<file path="src/rtl/circ_wr_arbiter.sv">
// Round-robin write arbiter: N producers share one circular_buffer write port.
// One owner is granted per burst of up to BURST_LEN writes. No write is issued while the buffer is full.
module circ_wr_arbiter #(
  parameter int unsigned N         = 4,
  parameter int unsigned W         = 3,
  parameter int unsigned BURST_LEN = 4
) (
  input  logic                 clock,
  input  logic                 reset,
  input  logic [N-1:0]         req,
  input  logic [N*W-1:0]       din,
  output logic [N-1:0]         ack,
  input  logic                 buf_full,
  output logic                 buf_wr,
  output logic [W-1:0]         buf_din,
  output logic [$clog2(N)-1:0] owner,
  output logic                 busy
);

  localparam int unsigned OW = $clog2(N);
  localparam int unsigned CW = $clog2(BURST_LEN + 1);

  typedef enum logic {IDLE, BURST} state_t;

  state_t        state;
  logic [OW-1:0] rr_ptr;
  logic [CW-1:0] beat_cnt;
  logic [OW-1:0] pick;
  logic [OW-1:0] cand;
  logic          found;
  logic [OW-1:0] next_ptr;
  logic          last_beat;

  // First requester at or after rr_ptr, wrapping modulo N
  always_comb begin
    pick  = rr_ptr;
    found = 1'b0;
    cand  = '0;
    for (int unsigned k = 0; k < N; k++) begin
      cand = OW'((32'(rr_ptr) + k) % N);
      if (!found && req[cand]) begin
        pick  = cand;
        found = 1'b1;
      end
    end
  end

  assign next_ptr  = (32'(owner) == N - 1) ? '0 : owner + OW'(1);
  assign last_beat = (beat_cnt == CW'(BURST_LEN - 1));

  // Write path is combinational on req/buf_full so a full buffer is never written
  always_comb begin
    buf_wr  = 1'b0;
    ack     = '0;
    buf_din = '0;
    if (state == BURST) begin
      buf_wr     = req[owner] & ~buf_full;
      ack[owner] = buf_wr;
      buf_din    = din[32'(owner)*W +: W];
    end
  end

  assign busy = (state == BURST);

  always_ff @(posedge clock or posedge reset) begin
    if (reset) begin
      state    <= IDLE;
      rr_ptr   <= '0;
      owner    <= '0;
      beat_cnt <= '0;
    end else begin
      case (state)
        IDLE: begin
          if (|req) begin
            owner    <= pick;
            beat_cnt <= '0;
            state    <= BURST;
          end
        end
        BURST: begin
          // Release wins over a simultaneous full deassert
          if (!req[owner]) begin
            state  <= IDLE;
            rr_ptr <= next_ptr;
          end else if (!buf_full) begin
            beat_cnt <= beat_cnt + CW'(1);
            if (last_beat) begin
              state  <= IDLE;
              rr_ptr <= next_ptr;
            end
          end
        end
        default: state <= IDLE;
      endcase
    end
  end

endmodule

</file>
<file path="config.mk">
export PLATFORM = sky130hd
export DESIGN_NAME = circ_wr_arbiter
export DESIGN_NICKNAME = d
export VERILOG_FILES = /design/src/rtl/circ_wr_arbiter.sv
export SDC_FILE = /design/constraint.sdc
export NUM_CORES = 1
export LEC_CHECK = 0
export ABC_AREA = 1
export BUFFER_PORTS_ARGS = -buffer_cell sky130_fd_sc_hd__buf_2
export CAP_MARGIN = 5
export CORE_UTILIZATION = 30
export CTS_BUF_LIST = sky130_fd_sc_hd__clkbuf_4 sky130_fd_sc_hd__clkbuf_8
export DETAILED_ROUTE_END_ITERATION = 12
export GPL_ROUTABILITY_DRIVEN = 0
export PLACE_DENSITY = 0.52
export SETUP_SLACK_MARGIN = 0.4
export SYNTH_ARGS = -nofsm -noshare
export SYNTH_HDL_FRONTEND = slang
export SYNTH_SLANG_ARGS = --single-unit
</file>
<file path="constraint.sdc">
create_clock -name clock -period 3.5 [get_ports clock]
set_clock_uncertainty 0.15 [all_clocks]
set_input_delay 0.175 -clock clock [delete_from_list [all_inputs] [get_ports clock]]
set_output_delay 0.175 -clock clock [all_outputs]
set_load 0.03 [all_outputs]
</file>
==> flow_summary.yaml, run 1 <==
logic_synthesis:
  netlist_instances: 136
  synth.cell_area_um2: 851
  synth_nets: 161
  ys_seq_area_share_pct: 23.5
  syn_avg_cell_area_um2: 6.26
  ys_ff_latch: 8
  yosys_warnings: 0
  ys_types: 18
critical_path:
  max_stage_delay_ps: 540
  cp_max_fo: 14
  timing.rr.end: "owner[1]$_DFFE_PP0P_"
  r2r_cells: 9
  rrSetupSlack_ps: 1680
  critPathLaunchType: "flip-flop"
  startpoint: "owner[0]$_DFFE_PP0P_"
  slowest_stage: "dfrtp_1"
  cp-endpoint: "ack[2]"
  crit_required_ps: 3170
  path_cells: "inv_2, nand2_1, nand3_1, nand2_1, nor2_1, nand2_2, nor2_1, buf_2"
  worstSetupPathType: "flip-flop to primary output"
  arrival_ps: 1840
  r2r-start: "rr_ptr[0]$_DFFE_PP0P_"
  crit_path_end_kind: "primary output"
clocking:
  cts_sinks: 8
  postCtsResizedCells: 0
  cts_tree: "built"
  cts_hold_buf: 1
  htreeDepth: 1
  numCtsBuffers: 3
  clk_latency_ps: 250
  clk_pin_slew_ps: 60
  clockBufferDepth: 2
  root_buffer: "clkbuf_4"
  postCtsSetupBuffers: 0
cells_and_area:
  final_common_cell: "nand2_1"
  syn_to_final_growth_pct: 23.1
  post-route-util_pct: 40.8
  most-common-layout-cells: "nand2_1 (36), buf_2 (29), nor2_1 (19), nand3_1 (14), inv_1 (13)"
  diodes: 0
  drive_above_1_share_pct: 30.5
  nets: 194
  final_area_um2: 1050
pwr:
  power.density_nw_per_um2: 943
  max-vdd-ir-drop_mv: 0.354
  leakage_nw: 0.596
  power_uw: 988
worst_hold_path:
  min_path_type: "input pin to flip-flop"
  worstHoldStart: "buf_full"
timing:
  finalHoldViolCount: 0
  relSlewSlack_pct: 70.7
  grt_setup_unrepaired: "no"
  tightest_slew_ps: 440
  holdWs_ps: 163
  finalSetupViolations: 0
  maxSlewViolCount: 0
  clock.fmax_mhz: 463
  post-route-period-util_pct: 61.7
  finalCriticalPeriod_ps: 2160
  fin_tns_setup_ps: 0
detailed_routing:
  via_count: 937
  avgRoutedWirePerCell_um: 10.8
  avgViaCountPerCell: 4.76
  first_pass_iters: 7
  drc: 0
  drt_iter0_drc: 28
  routed_wl_mm: 2.12
  final_antenna_net_count: 0
place:
  post_dp_cell_area_um2: 1010
  port_buffers: 29
  hpwlAfterDp_mm: 1.68
die:
  core-area_um2: 2570
  initial_core_util_pct: 33.1
  rows: 18
  die_h_um: 55.3
  io_pins: 30
  die_w_um: 55.3
  die-area_um2: 3050
job:
  drv_cap: 0
global_route:
  grt_max_degree: 15
  overflow: 0
  track_usage_pct: 14.4
  antenna_found_initial: 0
  grt_pass1_vias: 838
  grt_pass1_wl_mm: 3.64
outcome:
  status: "complete, no violations"
cell families after synthesis:
| family | Yosys count | share of synthesized area (%) |
|---|---|---|
| compound gates | 19 | 11.8 |
| fa+ha+maj | 6 | 8.82 |
| buf+inv | 19 | 9.71 |
| flops | 8 | 23.5 |
| simple gates | 84 | 46.2 |
final cells by class:
class                      instances  area, um^2
inverter                          17        63.8
multi-input combinational        109         568
timing repair buffer              30         155
clock buffer                       3        22.5
tap                               30        37.5
sequential                         8         200
fill                             290        1520
worst max-delay path: cells and delay by family (launching register included):
| kind | cells | cell delay (ps) |
|---|---|---|
| buffers and inverters | 2 | 420 |
| flip-flops | 1 | 540 |
| AND/OR/NAND/NOR | 6 | 620 |
cell usage after synthesis:
cell,n,area share (%)
a21oi_1,5,2.9
buf_4,1,0.88
buf_6,1,1.3
dfrtp_1,8,24
ha_1,6,8.8
inv_1,13,5.7
inv_2,4,1.8
nand2_1,36,16
nand2_2,12,8.8
nand2_4,1,1.3
nand3_1,14,8.2
nand3_2,1,1.2
nor2_1,19,8.4
nor2_8,1,2.4
o211ai_1,1,0.88
o21ai_0,9,5.3
o21ai_1,3,1.8
o31ai_1,1,0.88
stage by stage:
stage / setup WS, ps / instances
4_1_cts: 1300 / 197
3_3_place_gp: 1620 / 193
3_5_place_dp: 1590 / 193
6_report: 1340 / 197
2_1_floorplan: 1500 / 136
5_1_grt: 1110 / 197
where the power goes:
group          total (mW)  internal, mW  switching, mW
Combinational       0.697         0.231          0.465
Clock              0.0739        0.0395         0.0345
Sequential          0.217         0.134         0.0837
metal layers:
layer | share of wire, % | GRT usage (%)
met1 | 49 | 19.4
met2 | 46 | 23.6
met3 | 3.5 | 2.58
met4 | 0.99 | 4.29
met5 | 0 | 0
sequential cells by signal (all words and copies together), names as in the netlist:
register  flops
busy          1
rr_ptr        2
owner         2
beat_cnt      3
worst min-delay path by stage:
stage                                   end  slack [ps]  cells past startpoint
floorplan           beat_cnt[0]$_DFFE_PP0P_        -160                      1
global placement      rr_ptr[1]$_DFFE_PP0P_         -10                      2
detailed placement    rr_ptr[1]$_DFFE_PP0P_          -2                      2
CTS                          busy$_DFF_PP0_         150                      3
global route        beat_cnt[0]$_DFFE_PP0P_         230                      4
finish                       busy$_DFF_PP0_         160                      3
(Power assumes the default switching activity.)
==> run 2: changes to the inputs <==
==> constraint.sdc (replaced) <==
create_clock -name clock -period 2.1 [get_ports clock]
set_clock_uncertainty 0.15 [all_clocks]
set_input_delay 0.105 -clock clock [delete_from_list [all_inputs] [get_ports clock]]
set_output_delay 0.105 -clock clock [all_outputs]
set_load 0.03 [all_outputs]
==> flow_summary.yaml, run 2 (synthesis results as in run 1) <==
pwr:
  power.switching_fraction_pct: 54.2
  max-vdd-ir-drop_mv: 0.884
  power_mw: 2.06
  power.density_nw_per_um2: 1610
  leakage_nw: 0.669
  seqPwrFrac_pct: 16.4
  p_comb_share_pct: 76.6
  p_int_uw: 943
  clockPowerShare_pct: 7.0
  switchingPower_mw: 1.11
critical_path:
  cp.buffers_inverters: 1
  worstSetupPathType: "flip-flop to primary output"
  path_cells: "o21ai_2, nand2_2, nor2_4, nand2_4, nor2_4, buf_6"
  critPathLaunchType: "flip-flop"
  rrSetupSlack_ps: 450
  r2r_cells: 8
  timing.rr.end: "beat_cnt[2]$_DFFE_PP0P_"
  slowest_stage: "dfrtp_2"
  cp_max_fo: 6
  critical_path.top_delay_family: "flip-flops"
  r2r-start: "owner[0]$_DFFE_PP0P_"
  crit_required_ps: 1850
  max_stage_delay_ps: 470
  critPathMostFrequentCell: "nor2_4"
  arrival_ps: 1490
  crit_path_end_kind: "primary output"
job:
  drv_cap: 0
timing:
  finalCriticalPeriod_ps: 1740
  maxSlewViolCount: 0
  tightest_slew_ps: 322
  fin_ws_ps: 358
  relSlewSlack_pct: 78.5
  grt_setup_unrepaired: "yes"
  post-route-period-util_pct: 82.9
  clock.fmax_mhz: 574
  finalSetupViolations: 0
  finalHoldViolCount: 0
  fin_tns_setup_ps: 0
cells_and_area:
  diodes: 0
  final_common_cell: "nand2_1"
  syn_to_final_growth_pct: 50.4
  largestRegisters: "beat_cnt x3, owner x2, rr_ptr x2"
  fill_cells: 280
  most-common-layout-cells: "nand2_1 (33), buf_2 (21), nand2_2 (14), inv_1 (13), nand3_1 (13)"
  final_area_um2: 1280
  multi_input_area_um2: 647
  layout.area.seq_um2: 205
  nets: 205
  largest_register_ffs: 3
  drive_above_1_share_pct: 46.4
  largest-register: "beat_cnt"
  post-route-util_pct: 49.9
die:
  die_h_um: 55.3
  rows: 18
  die_w_um: 55.3
  initial_core_util_pct: 33.1
  die-area_um2: 3050
  io_pins: 30
  core-area_um2: 2570
worst_hold_path:
  hold_end: "busy$_DFF_PP0_"
  hold_depth: 3
  worstHoldStart: "buf_full"
  min_path_type: "input pin to flip-flop"
global_route:
  grt_max_degree: 10
  antenna_found_initial: 0
  overflow: 0
  track_usage_pct: 15.4
  grt_pass1_vias: 923
  grt_pass1_wl_mm: 3.91
detailed_routing:
  drc: 0
  routed_wl_mm: 2.25
  first_pass_iters: 3
  drt_iter0_drc: 12
  via_count: 994
  final_antenna_net_count: 0
  avgViaCountPerCell: 4.76
  avgRoutedWirePerCell_um: 10.8
clocking:
  numCtsBuffers: 3
  cts_tree: "built"
  clk_pin_slew_ps: 60
  cts_sinks: 8
  clk_latency_ps: 260
  root_buffer: "clkbuf_4"
  htreeDepth: 1
  clockBufferDepth: 2
place:
  hpwlAfterDp_mm: 1.69
  pre_cts_ws_ps: 346
  port_buffers: 29
  post_dp_cell_area_um2: 1070
outcome:
  status: "complete, no violations"
[run 2: cell types whose count changed in the layout (fill, tap and decap cells not counted), moves of 4 or more]
cell / delta
dfrtp_1: -4
a21oi_2: +4
dfrtp_2: +4
buf_4: +10
buf_6: +9
o21ai_0: -7
nor2_4: +5
buf_2: -8
a21oi_1: -4
nor2_1: -7
o21ai_1: +6
[run 2: tightest hold or removal path, cell delays in order]
cell and delay, ps:
buf_2 120, o211ai_1 120, o21ai_0 150
[run 2: worst max path at each step]
stage | start | endpoint | cells past startpoint
after floorplan | owner[0]$_DFFE_PP0P_ | ack[0] | 7
after global placement | rr_ptr[0]$_DFFE_PP0P_ | owner[0]$_DFFE_PP0P_ | 9
after detailed placement | owner[0]$_DFFE_PP0P_ | ack[0] | 8
after CTS | owner[0]$_DFFE_PP0P_ | ack[0] | 8
after global routing | owner[0]$_DFFE_PP0P_ | ack[2] | 8
final | owner[0]$_DFFE_PP0P_ | ack[2] | 6
[run 2: area by class of cell]
type                       count  area share (%)
clock buffer                   4            2.35
timing repair buffer          41            22.8
tap                           30            2.93
sequential                     8            16.0
inverter                      17            5.38
multi-input combinational    109            50.5
[run 2: power by group through the flow]
stage | Sequential, mW | Clock [mW] | Combinational, mW
after floorplan | 0.360 | 0 | 1.01
after global placement | 0.357 | 0 | 1.26
after detailed placement | 0.362 | 0 | 1.27
after CTS | 0.336 | 0.145 | 1.45
after global routing | 0.349 | 0.159 | 1.76
final | 0.338 | 0.143 | 1.58
[run 2: per-stage QoR]
| stage | hold slack (ps) | cells |
|---|---|---|
| after floorplan | -229 | 136 |
| after global placement | -88.8 | 194 |
| after detailed placement | -82.0 | 194 |
| after CTS | 105 | 207 |
| after global routing | 169 | 209 |
| final | 130 | 209 |
[run 2: what timing repair did]
| action | 4_1_cts | 5_1_grt |
|---|---|---|
| hold buffers | 1 | 0 |
| gates resized for setup | 16 | 25 |
| hold endpoints to repair | 8 | 0 |
| setup buffers | 8 | 2 |
| setup endpoints to repair | 9 | 13 |
| pin swaps | 1 | 8 |
[run 2: metal layers]
| metal | share of wire (%) | vias to the layer above | wire length (um) | track usage (%) |
|---|---|---|---|---|
| met1 | 45 | 452 | 1010 | 19.5 |
| met2 | 51 | 19 | 1160 | 27.2 |
| met4 | 0.62 | 0 | 14 | 3.21 |
| li1 | - | 521 | - | - |
| met3 | 3.0 | 2 | 67 | 2.81 |
| met5 | 0 | - | 0 | 0 |
==> run 3: changes to the inputs <==
--- a/config.mk
+++ b/config.mk
@@ -5,14 +5,14 @@
 export SDC_FILE = /design/constraint.sdc
 export NUM_CORES = 1
 export LEC_CHECK = 0
-export ABC_AREA = 1
+export ABC_AREA = 0
 export BUFFER_PORTS_ARGS = -buffer_cell sky130_fd_sc_hd__buf_2
 export CAP_MARGIN = 5
 export CORE_UTILIZATION = 30
 export CTS_BUF_LIST = sky130_fd_sc_hd__clkbuf_4 sky130_fd_sc_hd__clkbuf_8
 export DETAILED_ROUTE_END_ITERATION = 12
 export GPL_ROUTABILITY_DRIVEN = 0
-export PLACE_DENSITY = 0.52
+export PLACE_DENSITY = 0.55
 export SETUP_SLACK_MARGIN = 0.4
 export SYNTH_ARGS = -nofsm -noshare
 export SYNTH_HDL_FRONTEND = slang
==> constraint.sdc (replaced) <==
create_clock -name clock -period 1.6 [get_ports clock]
set_clock_uncertainty 0.15 [all_clocks]
set_input_delay 0.08 -clock clock [delete_from_list [all_inputs] [get_ports clock]]
set_output_delay 0.08 -clock clock [all_outputs]
set_load 0.03 [all_outputs]
==> flow_summary.yaml, run 3 <==
cells_and_area:
  final_cells: 145
  syn_to_final_growth_pct: 64.4
  most-common-layout-cells: "buf_2 (18), buf_6 (18), buf_4 (10), and2_4 (7)"
  largest-register: "beat_cnt"
  largestRegisters: "beat_cnt x3, owner x2, rr_ptr x2"
  largest_register_ffs: 3
  drive_above_1_share_pct: 67.5
  post-route-util_pct: 52.8
  diodes: 0
  nets: 144
timing:
  relSlewSlack_pct: 78.5
  grt_setup_unrepaired: "yes"
  fin_ws_ps: -314
  tightest_slew_ps: 322
  clock.fmax_mhz: 522
  finalSetupViolations: 13
  maxSlewViolCount: 0
  finalHoldViolCount: 0
  holdWs_ps: 55.4
  post-route-period-util_pct: 120
  finalCriticalPeriod_ps: 1910
global_route:
  overflow: 0
  busiest_layer: "met2"
  grt_pass1_wl_mm: 3.03
  antenna_found_initial: 0
  grt_max_degree: 10
  gr-usage-met2_pct: 29.4
  use_met1_pct: 16.9
  grt_use_met3_pct: 5.36
  grt_pass1_vias: 725
  track_usage_pct: 15.7
die:
  die-area_um2: 2620
  rows: 17
  die_h_um: 51.1
  initial_core_util_pct: 32.1
  io_pins: 30
  core-area_um2: 2250
  die_w_um: 51.1
clocking:
  clk_latency_ps: 250
  clockBufferDepth: 2
  root_buffer: "clkbuf_4"
  htreeDepth: 1
  numCtsBuffers: 3
  cts_sinks: 8
  clk_pin_slew_ps: 50
  cts_tree: "built"
detailed_routing:
  avgRoutedWirePerCell_um: 13.3
  first_pass_iters: 4
  drc: 0
  drt_iter0_drc: 12
  via_count: 722
  avgViaCountPerCell: 4.98
  final_antenna_net_count: 0
  routed_wl_mm: 1.93
place:
  dp_cells: 132
  hpwlAfterDp_mm: 1.43
  pre_cts_ws_ps: -207
  port_buffers: 29
job:
  drv_cap: 0
outcome:
  failed_checks: "negative setup slack"
  status: "finished with violations"
logic_synthesis:
  synth_mux_area_share_pct: 23.1
  yosys_warnings: 0
  netlist_instances: 69
  ys_seq_area_share_pct: 27.6
  synthTopCellsByArea: "dfrtp_1 (28%), mux4_1 (15%), ha_1 (10%)"
  synth_top_cell_by_area: "dfrtp_1"
  synth_edf_count: 0
  synth.cell_area_um2: 724
  synth_compound_area_share_pct: 16.1
  yosys.area_share.adder_pct: 10.4
  synth-xor-area-share_pct: 0
  synth_common_cells: "dfrtp_1 (8), and2_1 (7), ha_1 (6), inv_1 (6)"
  ys.flop_type: "dfrtp_1"
  async_reset_ff_share_pct: 100
  ys_types: 25
  synth_top_family_by_area: "multiplexers"
  ys_ff_latch: 8
  synth_nets: 94
  syn_avg_cell_area_um2: 10.5
  synthSimpleGateAreaFrac_pct: 17.4
  synth.most_common_cell: "dfrtp_1"
  yosys.area.top_type_share_pct: 27.6
worst_hold_path:
  min_path_type: "input pin to flip-flop"
critical_path:
  rrSetupSlack_ps: -270
  worstSetupPathType: "flip-flop to primary output"
  arrival_ps: 1680
  critPathLaunchType: "flip-flop"
  crit_path_end_kind: "primary output"
  cp_max_fo: 6
  crit_required_ps: 1370
pwr:
  max-vdd-ir-drop_mv: 1.08
  power.density_nw_per_um2: 1900
  leakage_nw: 0.584
## run 3: cell types whose count changed in the layout (fill, tap and decap cells not counted), sizes merged, moves of 3 or more
cell,before,now
and2,0,7
buf,40,46
inv,17,6
mux2,0,4
mux4,0,4
nand2,49,5
nand3,15,0
nor2,20,4
nor2b,0,3
o21ai,12,5
## run 3: layout make-up
type / count / area [um^2]
multi-input combinational: 53 / 527
fill: 208 / 1060
timing repair buffer: 47 / 378
sequential: 8 / 204
inverter: 6 / 25.0
tap: 28 / 35.0
clock buffer: 3 / 22.5
## run 3: logic make-up after synthesis
family / Yosys count
compound gates: 16
fa+ha+maj: 6
buf+inv: 8
flops: 8
mux: 9
simple gates: 22
## run 3: timing repair
action,CTS,global route
hold buffers,1,0
setup buffers,7,2
gates cloned,0,0
hold endpoints to repair,8,0
pin swaps,10,2
resized for setup,39,10
endpoints found under the setup margin,18,18
## run 3: worst max-delay path: stages (launching register included)
cell,delay [ps]
dfrtp_2,450
mux4_2,340
nor3b_4,320
and2_4,210
buf_6,120
## run 3: final timing paths
path | from | endpoint | depth (start not counted)
max in group asynchronous | reset | owner[0]$_DFFE_PP0P_ | 3
setup reg to reg | owner[0]$_DFFE_PP0P_ | beat_cnt[2]$_DFFE_PP0P_ | 7
setup / recovery | owner[0]$_DFFE_PP0P_ | ack[3] | 4
hold / removal | req[1] | owner[1]$_DFFE_PP0P_ | 3
hold reg to reg | beat_cnt[1]$_DFFE_PP0P_ | beat_cnt[1]$_DFFE_PP0P_ | 2
min in group asynchronous | reset | owner[1]$_DFFE_PP0P_ | 3
## run 3: report_power, final
part	switching [mW]	total, mW	internal [mW]
Combinational	0.733	1.69	0.958
Clock	0.0672	0.153	0.0857
Sequential	0.117	0.424	0.307
## run 3: metal layers
metal / part of all wire [%] / up-vias
met5: 0 / -
met4: 0.72 / 0
met3: 6.8 / 3
met2: 50 / 31
met1: 42 / 343
li1: - / 345
## run 3: per-stage QoR
step,power [mW],setup TNS [ps],cell area [um^2]
floorplan,1.26,-3300,741
global placement,1.59,-1200,965
detailed placement,1.62,-1490,965
CTS,2.19,-3100,1150
global route,2.43,-4080,1190
finish,2.27,-3430,1190
